==> src/rtl/imm_pkg.sv <==
// Shared definitions for the immediate-format decode path: format codes,
// base opcodes, the decoded-entry record and the skid-buffer state type.
package imm_pkg;

    // Instruction/PC width carried by a decoded entry; the stage's XLEN
    // parameter must match this value.
    localparam int IMM_XLEN = 32;

    typedef logic [2:0] imm_src_t;

    localparam imm_src_t IMM_I = 3'b000;
    localparam imm_src_t IMM_S = 3'b001;
    localparam imm_src_t IMM_B = 3'b010;
    localparam imm_src_t IMM_J = 3'b011;
    localparam imm_src_t IMM_U = 3'b100;

    localparam logic [6:0] OP_LOAD   = 7'b0000011;
    localparam logic [6:0] OP_IMM    = 7'b0010011;
    localparam logic [6:0] OP_JALR   = 7'b1100111;
    localparam logic [6:0] OP_STORE  = 7'b0100011;
    localparam logic [6:0] OP_BRANCH = 7'b1100011;
    localparam logic [6:0] OP_JAL    = 7'b1101111;
    localparam logic [6:0] OP_LUI    = 7'b0110111;
    localparam logic [6:0] OP_AUIPC  = 7'b0010111;
    localparam logic [6:0] OP_REG    = 7'b0110011;

    // One decoded instruction as it travels through the stage.
    typedef struct packed {
        logic [IMM_XLEN-1:0] instr;
        logic [IMM_XLEN-1:0] pc;
        imm_src_t            imm_src;
        logic                uses_imm;
        logic                illegal;
    } entry_t;

    // Encoded as {skid_valid, main_valid} so the valid bits are the state.
    typedef enum logic [1:0] {
        ST_EMPTY = 2'b00,
        ST_ONE   = 2'b01,
        ST_FULL  = 2'b11
    } skid_state_t;

endpackage

==> src/rtl/imm_sel_decode.sv <==
// Combinational opcode classifier: selects the immediate format and flags
// whether the instruction uses an immediate or is outside the supported set.
module imm_sel_decode
    import imm_pkg::*;
(
    input  logic [6:0] opcode,
    output imm_src_t   imm_src,
    output logic       uses_imm,
    output logic       illegal
);

    // Map the base opcode onto its immediate format.
    always_comb begin
        // NOTE: every output gets a default before the case so no path
        // through the block leaves a value unassigned (which would infer a latch).
        imm_src  = IMM_I;
        uses_imm = 1'b1;
        illegal  = 1'b0;
        case (opcode)
            OP_LOAD, OP_IMM, OP_JALR: imm_src = IMM_I;
            OP_STORE:                 imm_src = IMM_S;
            OP_BRANCH:                imm_src = IMM_B;
            OP_JAL:                   imm_src = IMM_J;
            OP_LUI, OP_AUIPC:         imm_src = IMM_U;
            OP_REG:                   uses_imm = 1'b0;
            default: begin
                uses_imm = 1'b0;
                illegal  = 1'b1;
            end
        endcase
    end

endmodule

==> src/rtl/imm_decode_stage.sv <==
// Registered decode stage: classifies incoming instructions, stores the
// decoded entry in a two-entry skid buffer (main + skid) so both handshakes
// are registered, supports flush and counts back-pressure cycles.
module imm_decode_stage
    import imm_pkg::*;
#(
    parameter int XLEN        = IMM_XLEN,
    parameter int STALL_CNT_W = 16
) (
    input  logic                   clk,
    input  logic                   rst_n,
    input  logic                   in_valid,
    output logic                   in_ready,
    input  logic [XLEN-1:0]        in_instr,
    input  logic [XLEN-1:0]        in_pc,
    input  logic                   flush,
    output logic                   out_valid,
    input  logic                   out_ready,
    output logic [XLEN-1:0]        out_instr,
    output logic [XLEN-1:0]        out_pc,
    output logic [2:0]             out_imm_src,
    output logic                   out_uses_imm,
    output logic                   out_illegal,
    output logic [STALL_CNT_W-1:0] stall_cnt
);

    skid_state_t            state_q, state_d;
    entry_t                 main_q, skid_q, in_entry;
    imm_src_t               dec_imm_src;
    logic                   dec_uses_imm, dec_illegal;
    logic                   accept, drain;
    logic                   load_main_in, load_main_skid, load_skid;
    logic [STALL_CNT_W-1:0] stall_q;

    imm_sel_decode u_sel (
        .opcode   (in_instr[6:0]),
        .imm_src  (dec_imm_src),
        .uses_imm (dec_uses_imm),
        .illegal  (dec_illegal)
    );

    // Decode happens on the input side; the result is stored with the entry.
    always_comb begin
        in_entry.instr    = in_instr;
        in_entry.pc       = in_pc;
        in_entry.imm_src  = dec_imm_src;
        in_entry.uses_imm = dec_uses_imm;
        in_entry.illegal  = dec_illegal;
    end

    // Both ready and valid are taken straight from state bits.
    assign in_ready  = ~state_q[1];
    assign out_valid = state_q[0];
    assign accept    = in_valid & in_ready;
    assign drain     = out_valid & out_ready;

    // Next state and register-load selects; flush overrides every event.
    always_comb begin
        state_d        = state_q;
        load_main_in   = 1'b0;
        load_main_skid = 1'b0;
        load_skid      = 1'b0;
        case (state_q)
            ST_EMPTY: begin
                if (accept) begin
                    state_d      = ST_ONE;
                    load_main_in = 1'b1;
                end
            end
            ST_ONE: begin
                if (accept && drain) begin
                    load_main_in = 1'b1;
                end else if (accept) begin
                    state_d   = ST_FULL;
                    load_skid = 1'b1;
                end else if (drain) begin
                    state_d = ST_EMPTY;
                end
            end
            ST_FULL: begin
                if (drain) begin
                    state_d        = ST_ONE;
                    load_main_skid = 1'b1;
                end
            end
            default: state_d = ST_EMPTY;
        endcase
        if (flush) begin
            state_d        = ST_EMPTY;
            load_main_in   = 1'b0;
            load_main_skid = 1'b0;
            load_skid      = 1'b0;
        end
    end

    // Skid-buffer state register.
    always_ff @(posedge clk or negedge rst_n) begin
        // NOTE: sequential state uses non-blocking assignments so every
        // register samples pre-edge values regardless of block ordering.
        if (!rst_n) state_q <= ST_EMPTY;
        else        state_q <= state_d;
    end

    // Entry registers: main feeds the outputs, skid absorbs one extra entry.
    always_ff @(posedge clk or negedge rst_n) begin
        // NOTE: data registers are reset too, so outputs start at defined
        // values and out_imm_src never carries X while the stage is empty.
        if (!rst_n) begin
            main_q <= '0;
            skid_q <= '0;
        end else begin
            if (load_main_in)        main_q <= in_entry;
            else if (load_main_skid) main_q <= skid_q;
            if (load_skid)           skid_q <= in_entry;
        end
    end

    // Saturating count of cycles the output is held by back-pressure.
    always_ff @(posedge clk or negedge rst_n) begin
        if (!rst_n) begin
            stall_q <= '0;
        end else if (out_valid && !out_ready && stall_q != '1) begin
            stall_q <= stall_q + STALL_CNT_W'(1);
        end
    end

    assign out_instr    = main_q.instr;
    assign out_pc       = main_q.pc;
    assign out_imm_src  = main_q.imm_src;
    assign out_uses_imm = main_q.uses_imm;
    assign out_illegal  = main_q.illegal;
    assign stall_cnt    = stall_q;

endmodule

==> config.mk <==
export PLATFORM = sky130hd
export DESIGN_NAME = imm_decode_stage
export DESIGN_NICKNAME = d
export VERILOG_FILES = /design/src/rtl/imm_pkg.sv /design/src/rtl/imm_sel_decode.sv /design/src/rtl/imm_decode_stage.sv
export SDC_FILE = /design/constraint.sdc
export NUM_CORES = 1
export LEC_CHECK = 0
export BUFFER_PORTS_ARGS = -buffer_cell sky130_fd_sc_hd__buf_4
export CAP_MARGIN = 20
export CORE_ASPECT_RATIO = 1.4
export CORE_MARGIN = 8
export CORE_UTILIZATION = 40
export DETAILED_ROUTE_END_ITERATION = 8
export HOLD_SLACK_MARGIN = 0.06
export PLACE_DENSITY = 0.72
export REMOVE_ABC_BUFFERS = 1
export SLEW_MARGIN = 20
export SYNTH_ARGS = -nofsm -noshare
export SYNTH_HDL_FRONTEND = slang
export SYNTH_SLANG_ARGS = --single-unit
==> constraint.sdc <==
create_clock -name clk -period 3.4 [get_ports clk]
set_input_delay 0.68 -clock clk [delete_from_list [all_inputs] [get_ports clk]]
set_output_delay 0.68 -clock clk [all_outputs]
set_load 0.01 [all_outputs]
# [Yosys cells after proc, flatten, opt, wreduce, memory -nomap -nowiden]
# Cells that the tools add are included.
# W data, S select, Z words.
[totals] wordCells=64 out_inout_bits=87 in_bits=69 reg_bits=156
[classes] n_eq_ne=16 bitwise=3 reduce_logical=10 mux=22 n_addsub=1
[ops] operator="$mux W69" n=2
[ops] operator="$eq A7 B6 Y1 const B" n=3
[ops] operator="$eq A7 B7 Y1 const B" n=3
[ops] operator="$add A16 B1 Y16 const B" n=1
[ops] operator="$ne A16 B16 Y1 const B" n=1
[ops] operator="$eq A7 B5 Y1 const B" n=2
[ops] operator="$mux W2" n=6
[ops] operator="$pmux W3 S4" n=1
[ops] operator="$mux W1" n=11
[ops] operator="$ne A3 B3 Y1 const B" n=3
[ops] operator="$reduce_or A9 Y1" n=1
[ops] operator="$reduce_or A8 Y1" n=1
[ops] operator="$eq A7 B2 Y1 const B" n=1
[ops] operator="$pmux W2 S3" n=1
[ops] operator="$ne A4 B4 Y1 const B" n=1
[ops] operator="$reduce_and A4 Y1" n=1
[ops] operator="$logic_and A1 B1 Y1" n=3
[ops] operator="$and A1 B1 Y1" n=2
[ops] operator="$eq A2 B1 Y1 const B" n=1
[ops] operator="$eq A2 B2 Y1 const B" n=1
[ops] operator="$logic_not A2 Y1" n=1
[ops] operator="$pmux W1 S2" n=1
[ops] operator="$reduce_bool A2 Y1" n=1
[ops] operator="$reduce_or A2 Y1" n=1
[ops] operator="2 further kinds" n=2

# [Depth between registers and ports, before layout]
# Gate-level depths: netlist of the first run.
[depth] ltp_word=7 depth_mapped=9

# [Modules after synthesis]
# Synthesis of the first run repeated with hierarchy kept, for this count alone.
[hier_totals] hier_cells=553 area_unflattened_um2=6787.8
[by_module_without_submodules] mod="imm_decode_stage" cells_each=532 area_per_inst_um2=6656.4 seq_area_each_um2=3903.7 n_inst=1
[by_module_without_submodules] mod="imm_sel_decode" cells_each=21 area_per_inst_um2=131.4 seq_area_each_um2=0.0 n_inst=1

# [Worst setup path after synthesis of the first run]
# No wires, ideal clock.
[synth_path] path_type="reg-to-reg" startpoint="reg state_q[1]" endpoint="reg main_q (netlist bit out_instr[10])" t_arrival_ns=1.612 synth_period_minus_slack_ns=1.744 setup_ns=0.132 path_stages_with_launch=8 slack_ns=1.656 path_cell_list="dfrtp_1 -> inv_1 -> ha_1 -> a31oi_1 -> nor3_2 -> buf_4 -> clkbuf_1 -> o21ai_1"
[synth_between] elab_chain_cells=7 elab_cells_between_ends=14
[synth_lines] item="start, declared" line_no="imm_decode_stage.sv:27" source="skid_state_t state_q, state_d;"
[synth_lines] item="start signal, assigned" line_no="imm_decode_stage.sv:101" source="else state_q <= state_d;"
[synth_lines] item="$not A1 Y1 *" line_no="imm_decode_stage.sv:52" source="assign in_ready = ~state_q[1];"
[synth_lines] item="via in_ready" line_no="imm_decode_stage.sv:13" source="output logic in_ready,"
[synth_lines] item="$and A1 B1 Y1 *" line_no="imm_decode_stage.sv:54" source="assign accept = in_valid & in_ready;"
[synth_lines] item="$logic_and A1 B1 Y1" line_no="imm_decode_stage.sv:71" source="if (accept && drain) begin"
[synth_lines] item="$mux W1" line_no="imm_decode_stage.sv:71"
[synth_lines] item="$pmux W1 S2 *" line_no="imm_decode_stage.sv:63" source="case (state_q)"
[synth_lines] item="$mux W1 *" line_no="imm_decode_stage.sv:88" source="if (flush) begin"
[synth_lines] item="$mux W69 / $reduce_bool A2 Y1 (equally long branches)"
[synth_lines] item="end signal, assigned" line_no="imm_decode_stage.sv:112" source="if (load_main_in) main_q <= in_entry;"
[synth_lines] item="end signal, assigned" line_no="imm_decode_stage.sv:113" source="else if (load_main_skid) main_q <= skid_q;"
[synth_lines] item="end, declared" line_no="imm_decode_stage.sv:28" source="entry_t main_q, skid_q, in_entry;"
# The timed path passes the listed nets; every way through them passes the cells marked *.
# A chain may end at the register's enable or synchronous reset.

# [Worst setup path in the final report of the first run]
[layout_path] startpoint="reg state_q[0]" endpoint="reg main_q (netlist bit out_pc[0])"
[layout_between] elab_chain_cells=6 elab_cells_between_ends=13
[layout_lines] item="$and A1 B1 Y1" line_no="imm_decode_stage.sv:55" source="assign drain = out_valid & out_ready;"
[layout_lines] item="$logic_and A1 B1 Y1" line_no="imm_decode_stage.sv:71"
[layout_lines] item="$mux W1" line_no="imm_decode_stage.sv:71"
[layout_lines] item="$pmux W1 S2" line_no="imm_decode_stage.sv:63"
[layout_lines] item="$mux W1" line_no="imm_decode_stage.sv:88"
[layout_lines] item="$mux W69 / $reduce_bool A2 Y1 (equally long branches)"
# Several ways; a longest one is shown, not always the timed one.

==> out/results.txt, run 1 <==
Cell Count, Final, Fillers Out: 934
Final period util: 67.6%
IO Port Bufs: 155
Top Ports: 156
Most used routing layer: met2
Pwr Total: 7370 uW
Yosys cell types: 39
TritonCTS clock tree: built
Worst skew pair latency: 420 ps
Htree depth: 4
Worst Path Required: 3690 ps
Area fraction of the dominant cell type after synthesis: 57.3%
Grt met3 use: 4.79%
Die area: 0.0215 mm^2
Crit path max fanout: 42
Fin. Hold Viols: 0
Status: completed
Ant. Diodes: 0
Arrival time at the worst endpoint: 2590 ps
DP Wirelength: 11500 um
RSZ-0062 raised after global routing: no
MaxCap Viol Count: 0
Leak: 0.00443 uW
Grt ovf: 0
Die W: 126 um
Routed WL: 16200 um
Finished Core Util: 52.4%
Die height: 170 um
Placed Area: 0.00819 mm^2
Initial antenna violation count: 1
Placer Congestion: 0.825
Via Count: 4843
Synth Register Bits: 156
Clock skew: 9.19 ps
M1 GR Usage: 16.2%
DR WL/cell: 17.4 um
Fin nets: 792
Cell Rows: 56
Final setup viols: 0
Pwr/cell area: 839 mW/mm^2
Bufs on Longest Clock Path: 2
Hold WC Path Type: input port to async pin
Ys Warns: 0
Top cells by area, synth: dfrtp_1, mux2_2, mux2i_1, o21ai_1, nand2_1
Post-route cell area: 0.00878 mm^2
TritonCTS Buffers: 17
Setup Fix Bufs, Post-CTS: 0
Pins Over Slew Limit: 0
Crit path kind: flop to flop
Largest net degree at the start of global routing: 85
DR iter-0 viols: 272
Vias in the first global route: 5260
VDD IR max: 0.401 mV
Drt via density: 5.19
DRC: 0
Mapped Area: 0.00681 mm^2
All-Layer GR Usage: 15.7%
Crit end category: flop
Reg clk slew, reported paths: 60 ps
Worst Tran Pin Value: 736 ps
Gate Count Post-Synth: 570
Antenna viol nets, final: 0
Crit path time final: 2300 ps
Worst setup SP type: flop
Sequential share of the synthesized area: 57.3%
Clk root buf: clkbuf_16
Cell taking the most area after synthesis: dfrtp_1
CTS resizes: 0
Syn_area_per_cell: 12.0 um^2
Placed insts: 902
Initial core utilization: 40.7%
CTS Hold Bufs: 0
Place WS: 980 ps
Met2 Use GR: 28.1%
Clk sinks: 156
Area Growth Syn to Fin: 28.9%
First-pass GRT wire length: 26800 um
Share of layout cells above drive strength 1: 36.7%
Drt pass-1 iters: 5
F_max: 0.435 GHz
Final setup margin: 1100 ps
Headroom to the max-slew limit: 50.9%
Core Area: 0.0167 mm^2
## sequential cells by signal (all words and copies together), names as in the netlist
signal / cells
out_pc: 32
out_imm_src: 3
out_instr: 32
out_uses_imm: 1
stall_cnt: 16
state_q: 2
out_illegal: 1
skid_q: 69
## layout make-up
type,instances,area (um^2)
Multi-Input combinational cell,379,2750
Inverter,3,11.3
Timing Repair Buffer,161,1270
Fill cell,1446,7970
Clock inverter,15,163
Sequential cell,156,3900
Tap cell,203,254
Clock buffer,17,425
## report_power, final
| group | switching [uW] | total, uW | internal, uW |
|---|---|---|---|
| registers | 505 | 3180 | 2680 |
| clock network | 779 | 1870 | 1090 |
| logic | 1050 | 2320 | 1270 |
| total | 2340 | 7370 | 5030 |
## synth_stat cells
cell type and count:
nor2_2 1, nor2_1 14, and2_1 2, a31oi_1 5
and4_4 1, nor2b_1 3, o21a_1 1, o211ai_1 1
dfrtp_1 156, o21ai_0 11, nor3b_1 1, nand3_2 1
mux2_1 4, buf_2 8, and3_1 5, mux2_2 67
a22oi_1 1, xor2_1 2, inv_1 3, nor3_1 1
o21ai_1 60, nand3_1 10, a41oi_1 1, buf_4 11
nand4b_2 1, ha_1 5, a211o_1 1, a21oi_1 14
nand2b_4 1, nand4_1 5, or2_2 1, nand2_1 79
a21boi_2 1, xnor2_1 10, clkbuf_1 13, mux2i_1 65
nand2b_1 2, nor3_2 1, and4_1 1
## cell families after synthesis
kind of cell               synth area share (%)
muxes                                      21.3
adders and majority gates                 0.918
and+or+nand+nor                            8.80
AOI/OAI and AO/OA                          7.46
DFF                                        57.3
xor gates and xnor gates                   1.54
buffers and inverters                      2.68
## cells in the final DEF (no fill, tap or decap), types with 10 or more instances in the layout
cell and instances:
o21ai_1 60, dfrtp_1 156, a21oi_1 14, nor2_1 14, buf_4 155, clkbuf_16 17, nand3_1 10, mux2_2 67
o21ai_0 11, xnor2_1 10, mux2i_1 65, nand2_1 79
## metal layers
metal	share of wire, %	wire [um]
met1	38	6170
met2	53	8680
met3	4.8	775
met4	3.6	583
met5	0.080	13
## critical path: stages, from the launching register on
cell and delay, ps:
dfrtp_1 540, ha_1 270, nand4b_4 570, buf_12 470
mux2i_1 210, o21ai_1 80
## stage by stage
| stage | hold WS, ps | setup TNS (ps) |
|---|---|---|
| finish | 279 | 0 |
| global route | 334 | 0 |
| CTS | 313 | 0 |
| detailed placement | 471 | 0 |
| global placement | 462 | 0 |
| floorplan | 384 | -125300 |
## worst paths after layout
check | start | end | slack (ps) | depth (start not counted)
setup / recovery | state_q[0] | out_pc[0] | 1100 | 5
hold / removal | rst_n | skid_q[41] | 280 | 1
hold reg to reg | skid_q[2] | skid_q[2] | 490 | 2
max in group asynchronous | rst_n | out_pc[6] | 2300 | 2
setup reg to reg | state_q[0] | out_pc[0] | 1100 | 5
min in group clk | in_pc[7] | out_pc[7] | 480 | 3
No activity file was read; power rests on OpenSTA's default activity.
==> inputs of run 2 (changes only) <==
PLACE_DENSITY = 0.75   (was 0.72)
clock period = 1.92 ns   (was 3.4 ns; I/O delays follow)
==> out/results.txt, run 2 (synthesized netlist as in run 1, its figures left out) <==
Hold WC Path Type: input port to flop
Clk sinks: 156 (unchanged)
Die height: 170 um (unchanged)
Critical Path Stages: 8 (+3)
Htree depth: 4 (unchanged)
IO Port Bufs: 155 (unchanged)
Headroom to the max-slew limit: 73.9% (+23 points)
Via Count: 4795 (-0.99%)
Initial antenna violation count: 0 (-1)
Drt pass-1 iters: 4 (-1)
RSZ-0062 raised after global routing: no
Worst reg-to-reg path cell count: 8 (+3)
Die W: 126 um (unchanged)
Arrival time at the worst endpoint: 2060 ps (-530 ps)
Share of layout cells above drive strength 1: 38.2% (+1.6 points)
Worst setup SP type: flop
Crit path capture: out_pc[16]
Fin. Hold Viols: 0 (unchanged)
Fin nets: 809 (+2.1%)
Leak: 0.00455 uW (+2.7%)
Grt ovf: 0 (unchanged)
Place WS: 5.16 ps (-975 ps)
Vias in the first global route: 5030 (-4.4%)
Drt via density: 5.04 (-2.8%)
Final period util: 92.2% (+25 points)
Critical path origin: state_q[0]
Reg2reg setup slack: 150 ps (-950 ps)
Top cell by count, worst path: buf_12
Clock skew: 9.66 ps (+0.467 ps)
Initial core utilization: 40.7% (unchanged)
Core Area: 0.0167 mm^2 (unchanged)
Routed WL: 15600 um (-4.0%)
Largest net degree at the start of global routing: 49 (-42%)
Max reg flops: 69 (unchanged)
Status: completed
MaxCap Viol Count: 0 (unchanged)
F_max: 0.565 GHz (+30%)
First-pass GRT wire length: 25700 um (-4.2%)
DP Wirelength: 11200 um (-2.8%)
DR WL/cell: 16.4 um (-5.8%)
Crit end category: flop
Critical path's largest stage delay: 480 ps (-90 ps)
Area Growth Syn to Fin: 31.9%
Buf/Inv on CP: 3 (+2)
Final setup viols: 0 (unchanged)
Most flop-heavy register: skid_q
DR iter-0 viols: 308 (+13%)
Crit path kind: flop to flop
Ant. Diodes: 0 (unchanged)
Antenna viol nets, final: 0 (unchanged)
Worst skew pair latency: 420 ps (about the same)
TritonCTS clock tree: built
Worst Path Required: 2210 ps (-1480 ps)
Pins Over Slew Limit: 0 (unchanged)
Crit path max fanout: 32 (-24%)
Worst R2R End: out_pc[16]
Clk root buf: clkbuf_16
VDD IR max: 0.687 mV (+71%)
Cell Rows: 56 (unchanged)
TritonCTS Buffers: 17 (unchanged)
Top Ports: 156 (unchanged)
Most frequent cells in the layout: buf_4, dfrtp_1, nand2_1
Crit-path cells: inv_1, ha_1, a31oi_1, nor3_4, buf_12, buf_12, nand2_1, o21ai_0
Placer Congestion: 0.790 (-4.2%)
Finished Core Util: 53.6% (+1.2 points)
Bufs on Longest Clock Path: 2 (unchanged)
Slowest CP cell: dfrtp_2
Reg2reg start: state_q[0]
Crit path time final: 1770 ps (-528 ps)
Setup Fix Bufs, Post-CTS: 0 (unchanged)
DRC: 0 (unchanged)
Final setup margin: 150 ps (-952 ps)
All-Layer GR Usage: 14.9% (-0.73 points)
Pwr/cell area: 1450 mW/mm^2 (+73%)
Commonest non-fill, non-tap cell in the layout: buf_4
Reg clk slew, reported paths: 70 ps (about the same)
CP top delay family: flip-flops
Worst Tran Pin Value: 392 ps (-344 ps)
FILL cells: 1411 (-2.4%)
Hold path cells: 3
Die area: 0.0215 mm^2 (unchanged)
run 2: cell count changes in the layout (fill, tap and decap cells not counted), moves of 2 or more:
cell and change:
clkinvlp_4 -3, inv_6 +2, buf_12 +6, buf_4 +10
run 2: timing repair:
item | CTS | global route
endpoints found under the setup margin | 3 | 59
hold buffers | 1 | 0
hold endpoints to repair | 36 | 0
gates resized for setup | 1 | 2
run 2: area by class of cell:
| cell class | instances | area, um^2 | share of cell area, % |
|---|---|---|---|
| Timing Repair Buffer | 178 | 1480 | 16.5 |
| Multi-Input combinational cell | 379 | 2760 | 30.7 |
| Sequential cell | 156 | 3910 | 43.5 |
| Tap cell | 203 | 254 | 2.83 |
| Clock buffer | 18 | 439 | 4.89 |
| Inverter | 3 | 11.3 | 0.125 |
| Clock inverter | 14 | 133 | 1.48 |
run 2: worst min-delay path: stages:
cell,delay [ps]
buf_4,80
nand2_1,40
o21ai_1,60
run 2: layer usage:
metal | global-route usage, % | vias to the layer above | wire length (um)
met1 | 16.0 | 2347 | 6100
met4 | 6.09 | 0 | 262
li1 | - | 2329 | -
met3 | 4.17 | 19 | 711
met2 | 27.1 | 100 | 8490
met5 | 0 | - | 0
run 2: stage by stage:
stage | instance area [um^2] | setup TNS (ps) | hold WS [ps] | instances | total power, uW
2_1_floorplan | 6640 | -265880 | 88.4 | 538 | 7750
3_3_place_gp | 8390 | 0 | 321 | 918 | 9780
3_5_place_dp | 8390 | 0 | 324 | 918 | 9930
4_1_cts | 8970 | 0 | 150 | 951 | 13200
5_1_grt | 8980 | 0 | 158 | 951 | 13900
6_report | 8980 | 0 | 173 | 951 | 13000
run 2: worst min path at each step:
stage,end,start
floorplan,out_illegal,rst_n
global placement,out_pc[12],rst_n
detailed placement,out_pc[12],rst_n
CTS,out_pc[8],in_pc[8]
global route,out_instr[22],in_instr[22]
finish,out_instr[22],in_instr[22]
run 2: where the power goes:
| group | switching [uW] | total, uW | internal, uW |
|---|---|---|---|
| logic | 1840 | 4190 | 2350 |
| clock network | 1390 | 3230 | 1840 |
| registers | 872 | 5610 | 4740 |
